## src/rtl/sc_colision_nv.sv

```systemverilog
// Frog/vehicle collision checker: compares the frog position against the lane buses,
// manages lives, post-hit blanking, game over and the level-complete strobe.
module sc_colision_nv_lane #(
  parameter int LANE_ROW      = 1,
  parameter int DATAWIDTH_BUS = 8
) (
  input  logic [DATAWIDTH_BUS-1:0] bus,
  input  logic [2:0]               row,
  input  logic [2:0]               col,
  output logic                     hit
);
  // Columns beyond the bus never match, so out-of-range COL reads as empty road.
  always_comb begin
    hit = 1'b0;
    for (int c = 0; c < DATAWIDTH_BUS; c++)
      if (row == 3'(LANE_ROW) && col == 3'(c) && bus[c]) hit = 1'b1;
  end
endmodule

module sc_colision_nv #(
  parameter int                          DATAWIDTH_BUS    = 8,
  parameter int                          NUM_LANES        = 4,
  parameter int                          DATAWIDTH_ESTADO = 3,
  parameter int                          DATAWIDTH_VIDAS  = 2,
  parameter int                          VIDAS_INIT       = 3,
  parameter int                          BLANK_CYCLES     = 8,
  parameter logic [DATAWIDTH_ESTADO-1:0] ESTADO_INICIO    = 3'd0,
  parameter logic [DATAWIDTH_ESTADO-1:0] ESTADO_JUEGO     = 3'd1
) (
  input  logic                               SC_COLISION_NV_CLOCK,
  input  logic                               SC_COLISION_NV_RESET,
  input  logic [DATAWIDTH_ESTADO-1:0]        SC_COLISION_NV_ESTADO_IN,
  input  logic [NUM_LANES*DATAWIDTH_BUS-1:0] SC_COLISION_NV_LANES_IN,
  input  logic [2:0]                         SC_COLISION_NV_FROG_ROW_IN,
  input  logic [2:0]                         SC_COLISION_NV_FROG_COL_IN,
  output logic                               SC_COLISION_NV_COLISION_OUT,
  output logic                               SC_COLISION_NV_RESPAWN_OUT,
  output logic                               SC_COLISION_NV_META_OUT,
  output logic [DATAWIDTH_VIDAS-1:0]         SC_COLISION_NV_VIDAS_OUT,
  output logic                               SC_COLISION_NV_GAMEOVER_OUT
);
  localparam int CNT_W = $clog2(BLANK_CYCLES + 1);

  typedef enum logic [2:0] {IDLE, ARMED, BLANK, GOAL, OVER} state_t;

  state_t                                 state;
  logic [CNT_W-1:0]                       cnt;
  logic [NUM_LANES-1:0][DATAWIDTH_BUS-1:0] lanes;
  logic [NUM_LANES-1:0]                   lane_hit;
  logic                                   juego, inicio, hit_raw, goal_raw, last_life;

  assign lanes = SC_COLISION_NV_LANES_IN;

  for (genvar k = 0; k < NUM_LANES; k++) begin : g_lane
    sc_colision_nv_lane #(.LANE_ROW(k + 1), .DATAWIDTH_BUS(DATAWIDTH_BUS)) u_lane (
      .bus (lanes[k]),
      .row (SC_COLISION_NV_FROG_ROW_IN),
      .col (SC_COLISION_NV_FROG_COL_IN),
      .hit (lane_hit[k])
    );
  end

  assign juego     = SC_COLISION_NV_ESTADO_IN == ESTADO_JUEGO;
  assign inicio    = SC_COLISION_NV_ESTADO_IN == ESTADO_INICIO;
  assign hit_raw   = juego && |lane_hit;
  assign goal_raw  = juego && SC_COLISION_NV_FROG_ROW_IN == 3'(NUM_LANES + 1);
  assign last_life = SC_COLISION_NV_VIDAS_OUT == '0 ||
                     SC_COLISION_NV_VIDAS_OUT == DATAWIDTH_VIDAS'(1);

  always_ff @(posedge SC_COLISION_NV_CLOCK or posedge SC_COLISION_NV_RESET) begin
    if (SC_COLISION_NV_RESET) begin
      state                       <= IDLE;
      cnt                         <= '0;
      SC_COLISION_NV_COLISION_OUT <= 1'b0;
      SC_COLISION_NV_RESPAWN_OUT  <= 1'b0;
      SC_COLISION_NV_META_OUT     <= 1'b0;
      SC_COLISION_NV_VIDAS_OUT    <= DATAWIDTH_VIDAS'(VIDAS_INIT);
      SC_COLISION_NV_GAMEOVER_OUT <= 1'b0;
    end else begin
      SC_COLISION_NV_COLISION_OUT <= 1'b0;
      SC_COLISION_NV_META_OUT     <= 1'b0;
      if (inicio) begin
        state                       <= IDLE;
        cnt                         <= '0;
        SC_COLISION_NV_RESPAWN_OUT  <= 1'b0;
        SC_COLISION_NV_VIDAS_OUT    <= DATAWIDTH_VIDAS'(VIDAS_INIT);
        SC_COLISION_NV_GAMEOVER_OUT <= 1'b0;
      end else begin
        case (state)
          IDLE: if (juego) state <= ARMED;
          ARMED: begin
            if (hit_raw) begin
              SC_COLISION_NV_COLISION_OUT <= 1'b1;
              if (SC_COLISION_NV_VIDAS_OUT != '0)
                SC_COLISION_NV_VIDAS_OUT <= SC_COLISION_NV_VIDAS_OUT - DATAWIDTH_VIDAS'(1);
              if (last_life) begin
                SC_COLISION_NV_GAMEOVER_OUT <= 1'b1;
                state                       <= OVER;
              end else begin
                cnt                        <= CNT_W'(BLANK_CYCLES);
                SC_COLISION_NV_RESPAWN_OUT <= 1'b1;
                state                      <= BLANK;
              end
            end else if (goal_raw) begin
              SC_COLISION_NV_META_OUT <= 1'b1;
              state                   <= GOAL;
            end else if (!juego) begin
              state <= IDLE;
            end
          end
          BLANK: begin
            // Respawn was raised on the hit edge; dropping it as the count leaves 1
            // gives exactly BLANK_CYCLES clocks high.
            if (!juego) begin
              cnt                        <= '0;
              SC_COLISION_NV_RESPAWN_OUT <= 1'b0;
              state                      <= IDLE;
            end else begin
              cnt <= cnt - CNT_W'(1);
              if (cnt <= CNT_W'(1)) begin
                SC_COLISION_NV_RESPAWN_OUT <= 1'b0;
                state                      <= ARMED;
              end
            end
          end
          GOAL: begin
            if (!juego)         state <= IDLE;
            else if (!goal_raw) state <= ARMED;
          end
          OVER:    state <= OVER;
          default: state <= IDLE;
        endcase
      end
    end
  end
endmodule
```

## config.mk

```make
export PLATFORM = sky130hd
export DESIGN_NAME = sc_colision_nv
export DESIGN_NICKNAME = d
export VERILOG_FILES = /design/src/rtl/sc_colision_nv.sv
export SDC_FILE = /design/constraint.sdc
export NUM_CORES = 1
export LEC_CHECK = 0
export ABC_AREA = 0
export ABC_CLOCK_PERIOD_IN_PS = 3290
export CELL_PAD_IN_SITES_DETAIL_PLACEMENT = 0
export CELL_PAD_IN_SITES_GLOBAL_PLACEMENT = 1
export CORE_UTILIZATION = 34
export CTS_CLUSTER_DIAMETER = 100
export CTS_CLUSTER_SIZE = 24
export DETAILED_ROUTE_END_ITERATION = 6
export PLACE_DENSITY_LB_ADDON = 0.1
export SLEW_MARGIN = 25
export SYNTH_ARGS = -nofsm -noshare
export SYNTH_HDL_FRONTEND = slang
export SYNTH_HIERARCHICAL = 1
export SYNTH_SLANG_ARGS = --single-unit
```

## constraint.sdc

```tcl
create_clock -name SC_COLISION_NV_CLOCK -period 3.29 [get_ports SC_COLISION_NV_CLOCK]
set_input_delay 0.658 -clock SC_COLISION_NV_CLOCK [delete_from_list [all_inputs] [get_ports SC_COLISION_NV_CLOCK]]
set_output_delay 0.658 -clock SC_COLISION_NV_CLOCK [all_outputs]
set_load 0.02 [all_outputs]
```

Yosys cells after proc, flatten, opt, wreduce, memory -nomap -nowiden
Index checks and enable logic that the tools add are counted.
{"block": "totals", "reg_bits": 13, "ramBits": 0, "romBits": 0, "latch_bits": 0, "inputBits": 43, "mem_count": 0}
{"block": "classes", "n_mux": 69, "shift": 0, "add_sub_neg": 2, "n_mul": 0, "div": 0, "n_reduce_logical": 83, "bitwise_logic": 0, "n_lt_le_gt_ge": 1, "n_eq_ne": 24}
{"op": "1-bit logical AND", "count": 66}
{"op": "1-bit two-way mux", "count": 48}
{"op": "3-bit two-way mux", "count": 10}
{"op": "3-bit equality test (second input constant)", "count": 7}
{"op": "3-bit by 2-bit equality test with 1-bit output (second input constant)", "count": 6}
{"op": "4-bit two-way mux", "count": 4}
{"op": "3-bit one-hot mux with 5 select lines", "count": 1}
{"op": "3-bit by 1-bit equality test with 1-bit output (second input constant)", "count": 4}
{"op": "2-bit nonzero test", "count": 5}
{"op": "3-bit logical NOT", "count": 3}
{"op": "3-bit inequality test (second input constant)", "count": 3}
{"op": "3-bit AND reduction", "count": 3}
{"op": "2-bit two-way mux", "count": 4}
{"op": "4-bit inequality test (second input constant)", "count": 2}
{"op": "4-bit one-hot mux with 2 select lines", "count": 1}
{"op": "4-bit AND reduction", "count": 2}
{"op": "5-bit inequality test (second input constant)", "count": 1}
{"op": "4-bit by 1-bit less-or-equal comparator with 1-bit output (second input constant)", "count": 1}
{"op": "4-bit OR reduction", "count": 1}
{"op": "4-bit by 1-bit subtractor with 4-bit output (second input constant)", "count": 1}
{"op": "3-bit nonzero test", "count": 1}
{"op": "2-bit by 1-bit equality test with 1-bit output (second input constant)", "count": 1}
{"op": "2-bit logical NOT", "count": 1}
{"op": "1-bit one-hot mux with 2 select lines", "count": 1}
{"op": "2 further kinds", "count": 2}

Depth between registers and ports, before layout
Gate-level depths: netlist of run 1.
{"block": "depth", "ltp_word": 16, "ltp_mapped": 7}

Cells and area by module
The synthesis of run 1 kept the hierarchy.
{"module": "sc_colision_nv", "instances": 1, "area_each_um2": 812.0, "seq_area_each_um2": 327.8, "cells_per_inst": 80}
{"module": "sc_colision_nv_lane (g_lane[0].u_lane ...)", "instances": 2, "area_each_um2": 71.3, "seq_area_each_um2": 0.0, "cells_per_inst": 4}
{"module": "sc_colision_nv_lane (g_lane[3].u_lane)", "instances": 1, "area_each_um2": 77.6, "seq_area_each_um2": 0.0, "cells_per_inst": 4}
{"module": "sc_colision_nv_lane (g_lane[2].u_lane)", "instances": 1, "area_each_um2": 71.3, "seq_area_each_um2": 0.0, "cells_per_inst": 5}

Worst setup path before layout of run 1
Ideal clock, no wire load.
{"block": "synth_timing", "path_kind": "input to register", "from": "input port SC_COLISION_NV_FROG_COL_IN[0]", "to": "register SC_COLISION_NV_RESPAWN_OUT", "stages": 7, "n_path_buf": 0, "required_ns": 3.171, "slack_ns": 0.835, "arrival_ns": 2.336, "cell_sequence": "mux4_1 > mux2i_1 > nor4b_1 > or4_4 > nand4b_4 > o31ai_4 > o21a_1"}
{"block": "synth_via", "elab_chain_cells": 15}
{"item": "start: declaration", "line": "35", "rtl": "input logic [2:0] SC_COLISION_NV_FROG_COL_IN,"}
{"item": "3-bit logical NOT", "line": "16", "rtl": "if (row == 3'(LANE_ROW) && col == 3'(c) && bus[c]) hit = 1'b1;"}
{"item": "1-bit logical AND (2 in series)", "line": "16"}
{"item": "1-bit two-way mux (7 in series)", "line": "16"}
{"item": "1-bit two-way mux (*)", "line": "16"}
{"item": "via lane_hit[1]", "line": "49", "rtl": "logic [NUM_LANES-1:0] lane_hit;"}
{"item": "4-bit OR reduction (*)", "line": "65", "rtl": "assign hit_raw = juego && |lane_hit;"}
{"item": "1-bit logical AND (*)", "line": "65"}
{"item": "3-bit inequality test (no source line) (*)"}
{"item": "4-bit AND reduction (no source line) (*)"}
{"item": "end signal: assignment", "line": "75", "rtl": "SC_COLISION_NV_RESPAWN_OUT <= 1'b0;"}
{"item": "end signal: assignment", "line": "85", "rtl": "SC_COLISION_NV_RESPAWN_OUT <= 1'b0;"}
{"item": "end signal: assignment", "line": "101", "rtl": "SC_COLISION_NV_RESPAWN_OUT <= 1'b1;"}
{"item": "end: declaration", "line": "37", "rtl": "output logic SC_COLISION_NV_RESPAWN_OUT,"}
Mark *: on every way through the listed nets, which the timed path passes. The rest lies on a longest branch.
A chain may end at the register's enable or synchronous reset.

Worst setup path in the final report of run 1
Ends and elaborated chain as after synthesis.

==> out/qor.csv, run 1 <==
metric,value,unit
Post-CTS Hold Fix Bufs,0,
area of the mapped netlist,0.001104,mm2
kind of critical path,input port to flop,
MaxCap Viol Count,0,
Top delay family on crit path,simple AND/OR/NAND/NOR gates,
clock latency on the worst-skew pair,0.28,ns
ANT nets after route,0,
pwr dens,322.0,mW/mm2
CP bufs+invs,2,
initial antenna violation count,0,
I/O Buffers,48,
final WL,2.731,mm
final core occ,54.47,%
Die Span Y,58.97,um
Cells after Synth,97,
clk buf depth,2,
CP Cell Sequence,clkdlybuf4s50_1 -> buf_4 -> mux4_1 -> mux2i_1 -> nor4b_1 -> or4_4 -> nand4b_4 -> o31ai_4 -> o21a_1,
hold depth,1,
post-synthesis mux area share,25.85,%
CP peak stage delay,0.58,ns
DRT iter0 DRCs,23,
global-route usage over all layers,17.34,%
async set-or-reset flop fraction in the synthesized netlist,100.0,%
worst hold path endpoint,SC_COLISION_NV_GAMEOVER_OUT$_DFFE_PP0P_,
I/O Pins,49,
Most used DFF post-synth,dfrtp_1,
final cell count without fillers,194,
clk slew on worst S/H paths,0.08,ns
kind of start point of the critical path,input port,
mean area per synthesized cell,11.38,um2
R2R depth,6,
drt wl/cell,14.08,um
Final min period,2.965,ns
post-CTS sizing,0,
Worst Tran Pin Value,0.5202,ns
Yosys warning count,6,
"Req. time, crit path",3.47,ns
Crit Path Max Fanout,8,
Post-Synth XOR/XNOR Area,0,%
vias in the first global route,1023,
drt first pass iters,4,
Site Rows,20,
type of element capturing the critical path,flop,
GR Overflow Total,0,
final number of hold-violating endpoints,0,
clock sinks,13,
"FF+latch count, synth",13,
fin crit share,90.14,%
library cells used by synthesis,39,
"Slowest-stage cell, CP",or4_4,
fin. max-slew vios,0,
share of cells above drive strength 1,12.67,%
residual DRC count,0,
r2r startpoint,cnt[0]$_DFFE_PP0P_,
buffer count from post-CTS setup fixing,0,
WP data arrival,3.14,ns
HPWL after detailed placement,2.293,mm
routability cong.,0.7496,
NumNets Final,198,
Synth Area in Adders,4.535,%
clock root buffer,clkbuf_4,
DR vias,978,
setup_tns,0,ns
Synth-to-Final Area Change,51.93,%
Die W,58.97,um
f_max,337.2,MHz
diode count,0,
TritonCTS clock tree,done,
Num CTS Buffers,3,
DIE AREA,0.003477,mm2
Hold Crit Class,flop to flop,
Setup Skew,0.0004513,ns
status,"finished, final reports clean",
Worst slew margin,65.28,%
worst r2r dst,SC_COLISION_NV_RESPAWN_OUT$_DFFE_PP0P_,
core area,0.003078,mm2
H-Tree Depth,1,
largest family of logic cells by synthesized area,multiplexers,
unrepaired setup endpoints after global routing,false,
drt via density,5.041,
simple-gate share of the synthesized area,21.77,%
final instance area,0.001677,mm2
Reg2Reg Setup Slack,1.73,ns
Hold Crit Start,SC_COLISION_NV_GAMEOVER_OUT$_DFFE_PP0P_,
largest net degree at the start of global routing,14,
cell leakage power,0.0007218,uW
"EDFF count, synth",0,
cell total after placement,190,
starting density of the core,35.85,%
first-pass GRT wire length,4.567,mm
sequential area share after synthesis,29.71,%
worst vdd ir,0.2450,mV
post-synthesis compound-gate area fraction,15.08,%
post-synth net total,144,
Placed Area,0.001650,mm2
endpoints failing setup,0,
==> synthesized netlist by cell type, drive strengths merged (2+ instances only) <==
cell	instances	area [um2]
o21ai	2	10.01
nand3	2	10.01
nor2	8	30.03
inv	8	30.03
nor2b	2	12.51
nand2	4	15.01
or3	2	13.77
or2	4	25.03
ha	4	50.05
a21oi	3	15.01
nor4b	3	32.53
dfstp	2	52.55
o21a	3	22.52
nor3	3	15.01
mux2i	6	60.06
dfrtp	11	275.3
nand4	2	12.51
mux4	8	210.2
o311ai	2	17.52
nor4	2	12.51
==> flip-flops by register name (all words and copies together) (netlist names) <==
register                     cells
SC_COLISION_NV_COLISION_OUT      1
SC_COLISION_NV_GAMEOVER_OUT      1
SC_COLISION_NV_META_OUT          1
SC_COLISION_NV_RESPAWN_OUT       1
SC_COLISION_NV_VIDAS_OUT         2
cnt                              4
state                            3
==> worst max path at each step <==
stage                                        startpoint                                endpoint  slack [ns]  cells past startpoint
after floorplan           SC_COLISION_NV_FROG_COL_IN[0]  SC_COLISION_NV_RESPAWN_OUT$_DFFE_PP0P_        0.83                      7
after global placement    SC_COLISION_NV_FROG_COL_IN[0]                      cnt[3]$_DFFE_PP0P_        0.03                      9
after detailed placement  SC_COLISION_NV_FROG_COL_IN[0]  SC_COLISION_NV_RESPAWN_OUT$_DFFE_PP0P_        0.03                      9
after CTS                 SC_COLISION_NV_FROG_COL_IN[0]  SC_COLISION_NV_RESPAWN_OUT$_DFFE_PP0P_        0.31                      9
after global routing      SC_COLISION_NV_FROG_COL_IN[0]  SC_COLISION_NV_RESPAWN_OUT$_DFFE_PP0P_        0.22                      9
final                     SC_COLISION_NV_FROG_COL_IN[0]  SC_COLISION_NV_RESPAWN_OUT$_DFFE_PP0P_        0.32                      9
==> kinds of logic (layout without fill, tap and decap cells) <==
group                      count (synthesis)  after routing
buffers and inverters                      9             62
AOI/OAI and AO/OA                         20             20
adders and majority gates                  4              4
muxes                                     15             15
and+or+nand+nor                           36             36
DFF                                       13             13
==> report_power, final <==
part / internal (uW) / switching [uW] / leakage, uW / total (uW)
sequential: 184 / 18.8 / 0.000168 / 203
clock: 47.1 / 55.2 / 0.0000150 / 102
combinational: 129 / 106 / 0.000538 / 235
total: 360 / 180 / 0.000722 / 540
==> routing by layer <==
metal	share of wire (%)	track usage, %	vias up	wire length [um]
met5	0	0	-	0
met4	0	1.020	0	0
met3	4.9	5.459	0	133
met2	49	29.71	22	1332
met1	46	22.45	459	1266
li1	-	-	497	-
==> layout by cell type (no fill, tap or decap), drive strengths merged, types with 2 or more instances in the layout <==
master         count
nand4              2
nor4b              3
mux4               8
nand3              2
dfstp              2
or3                2
dfrtp             11
o311ai             2
clkbuf             4
or2                4
inv                8
nor3               3
ha                 4
mux2i              6
nand2              4
o21ai              2
nor2               8
a21oi              3
buf                2
clkdlybuf4s50     48
o21a               3
nor2b              2
nor4               2
==> per-stage QoR <==
stage,power [uW],hold slack [ns],setup slack (ns)
global placement,435.4,0.4826,0.02805
finish,539.9,0.5046,0.3245
CTS,542.2,0.5039,0.3121
floorplan,336.5,0.4674,0.8348
global route,575.1,0.5154,0.2236
detailed placement,439.7,0.4855,0.02877
==> area by class of cell <==
| class | instances | area (um2) |
|---|---|---|
| Fill cell | 282 | 1401 |
| Tap cell | 44 | 55.05 |
| Clock buffer | 4 | 26.28 |
| Inverter | 8 | 30.03 |
| Multi-Input combinational cell | 75 | 742.0 |
| Sequential cell | 13 | 327.8 |
| Timing Repair Buffer | 50 | 495.5 |
Power figures use the tool's default switching activity.
==> run 2, diff against run 1 <==
CORE_UTILIZATION = 38   (was 34)
DONT_BUFFER_PORTS = 1   (was unset)
==> out/qor.csv, run 2 (synthesis gave the netlist of run 1 again) <==
metric,value,unit
status,"finished, final reports clean",
"commonest non-fill, non-tap cell in the layout",dfrtp_1,
NumNets Final,148,
clock sinks,13,
# fillers,282,
drt first pass iters,4,
pwr dens,393.5,mW/mm2
fin crit share,69.33,%
drt wl/cell,16.95,um
HPWL after detailed placement,1.783,mm
kind of start point of the critical path,input port,
WP data arrival,2.45,ns
unrepaired setup endpoints after global routing,false,
DRT iter0 DRCs,11,
Hold Crit Class,input port to async pin,
"Slowest-stage cell, CP",or4_4,
GR Util met2,23.06,%
final cell count without fillers,131,
post-CTS sizing,0,
first-pass GRT wire length,3.512,mm
Die Span Y,55.89,um
final instance area,0.001165,mm2
register area,327.8,um2
vias in the first global route,753,
Worst slew margin,65.81,%
fin. max-slew vios,0,
buffer count from post-CTS setup fixing,0,
Final min period,2.281,ns
final number of hold-violating endpoints,0,
kind of critical path,input port to flop,
drt via density,6.336,
I/O Pins,49,
share of cells above drive strength 1,17.00,%
GR Overflow Total,0,
f_max,438.4,MHz
Setup Skew,0.004199,ns
CP peak stage delay,0.57,ns
DR vias,830,
DIE AREA,0.003124,mm2
global routing usage on met3,4.884,%
CP bufs+invs,0,
"Req. time, crit path",3.46,ns
global-route usage over all layers,14.54,%
diode count,0,
setup_tns,0,ns
Worst Tran Pin Value,0.5122,ns
max FFs per register,4,
area of the multi-input gates,742.0,um2
I/O Buffers,0,
clk slew on worst S/H paths,0.08,ns
Top reg by flops,cnt,
core area,0.002758,mm2
Crit Path Max Fanout,8,
clock latency on the worst-skew pair,0.28,ns
clk buf depth,2,
ANT nets after route,0,
CP Cell Sequence,mux4_1 -> mux2i_1 -> nor4b_1 -> or4_4 -> nand4b_4 -> o31ai_4 -> o21a_1,
cell total after placement,127,
Site Rows,19,
Placed Area,0.001139,mm2
biggest regs,"cnt: 4 flops, state: 3 flops, SC_COLISION_NV_VIDAS_OUT: 2 flops",
clock root buffer,clkbuf_4,
cell leakage power,0.0005252,uW
GR peak layer,met2,
Num CTS Buffers,3,
most frequent cells in the layout,"dfrtp_1, inv_1, nor2_1, mux4_1, mux2i_1",
routability cong.,0.7631,
MaxCap Viol Count,0,
Synth-to-Final Area Change,5.556,%
worst vdd ir,0.2030,mV
GR Layer Usage met1,19.91,%
Die W,55.89,um
TritonCTS clock tree,done,
type of element capturing the critical path,flop,
H-Tree Depth,1,
Post-CTS Hold Fix Bufs,0,
initial antenna violation count,0,
starting density of the core,40.02,%
largest net degree at the start of global routing,14,
final WL,2.221,mm
residual DRC count,0,
Top delay family on crit path,simple AND/OR/NAND/NOR gates,
endpoints failing setup,0,
==> run 2: cell types whose count changed in the layout (fill, tap and decap cells not counted), sizes merged <==
cell / delta
clkdlybuf4s50: -48
buf: -2
==> run 2: power by group <==
group | leakage, uW | internal (uW) | switching [uW]
logic | 0.000342 | 70.8 | 75.9
registers | 0.000168 | 184 | 29.5
clock network | 0.0000150 | 47.0 | 51.2
total | 0.000525 | 302 | 157
==> run 2: path summary, 6_finish.rpt <==
kind,cells after the start,slack (ns),startpoint,to
setup / recovery,7,1.01,SC_COLISION_NV_FROG_COL_IN[0],cnt[3]$_DFFE_PP0P_
hold / removal,1,0.29,SC_COLISION_NV_RESET,cnt[1]$_DFFE_PP0P_
setup reg to reg,5,1.72,SC_COLISION_NV_VIDAS_OUT[0]$_DFFE_PP1P_,state[2]$_DFFE_PP0P_
hold reg to reg,1,0.52,cnt[2]$_DFFE_PP0P_,cnt[2]$_DFFE_PP0P_
max in group asynchronous,1,2.63,SC_COLISION_NV_RESET,SC_COLISION_NV_VIDAS_OUT[1]$_DFFE_PP1P_
min in group SC_COLISION_NV_CLOCK,1,0.52,cnt[2]$_DFFE_PP0P_,cnt[2]$_DFFE_PP0P_
==> run 2: metal layers <==
metal	part of all wire, %	wire [um]
met4	0	0
met5	0	0
met3	6.3	141
met2	48	1066
met1	46	1012
==> run 2: layout make-up <==
type,count,area share [%]
tap,31,3.330
inverter,8,2.578
sequential,13,28.14
multi-input combinational,75,63.69
clock buffer,4,2.256
==> run 2: stage by stage <==
stage,utilization (%),hold WS [ns],total power [uW],setup WS [ns]
2_1_floorplan,-,0.4674,336.5,0.8348
3_3_place_gp,41.29,0.5255,363.3,0.7305
3_5_place_dp,41.29,0.5034,363.5,0.7027
4_1_cts,42.24,0.3054,467.7,1.008
5_1_grt,42.24,0.3105,495.6,0.9139
6_report,42.24,0.2916,458.4,1.009
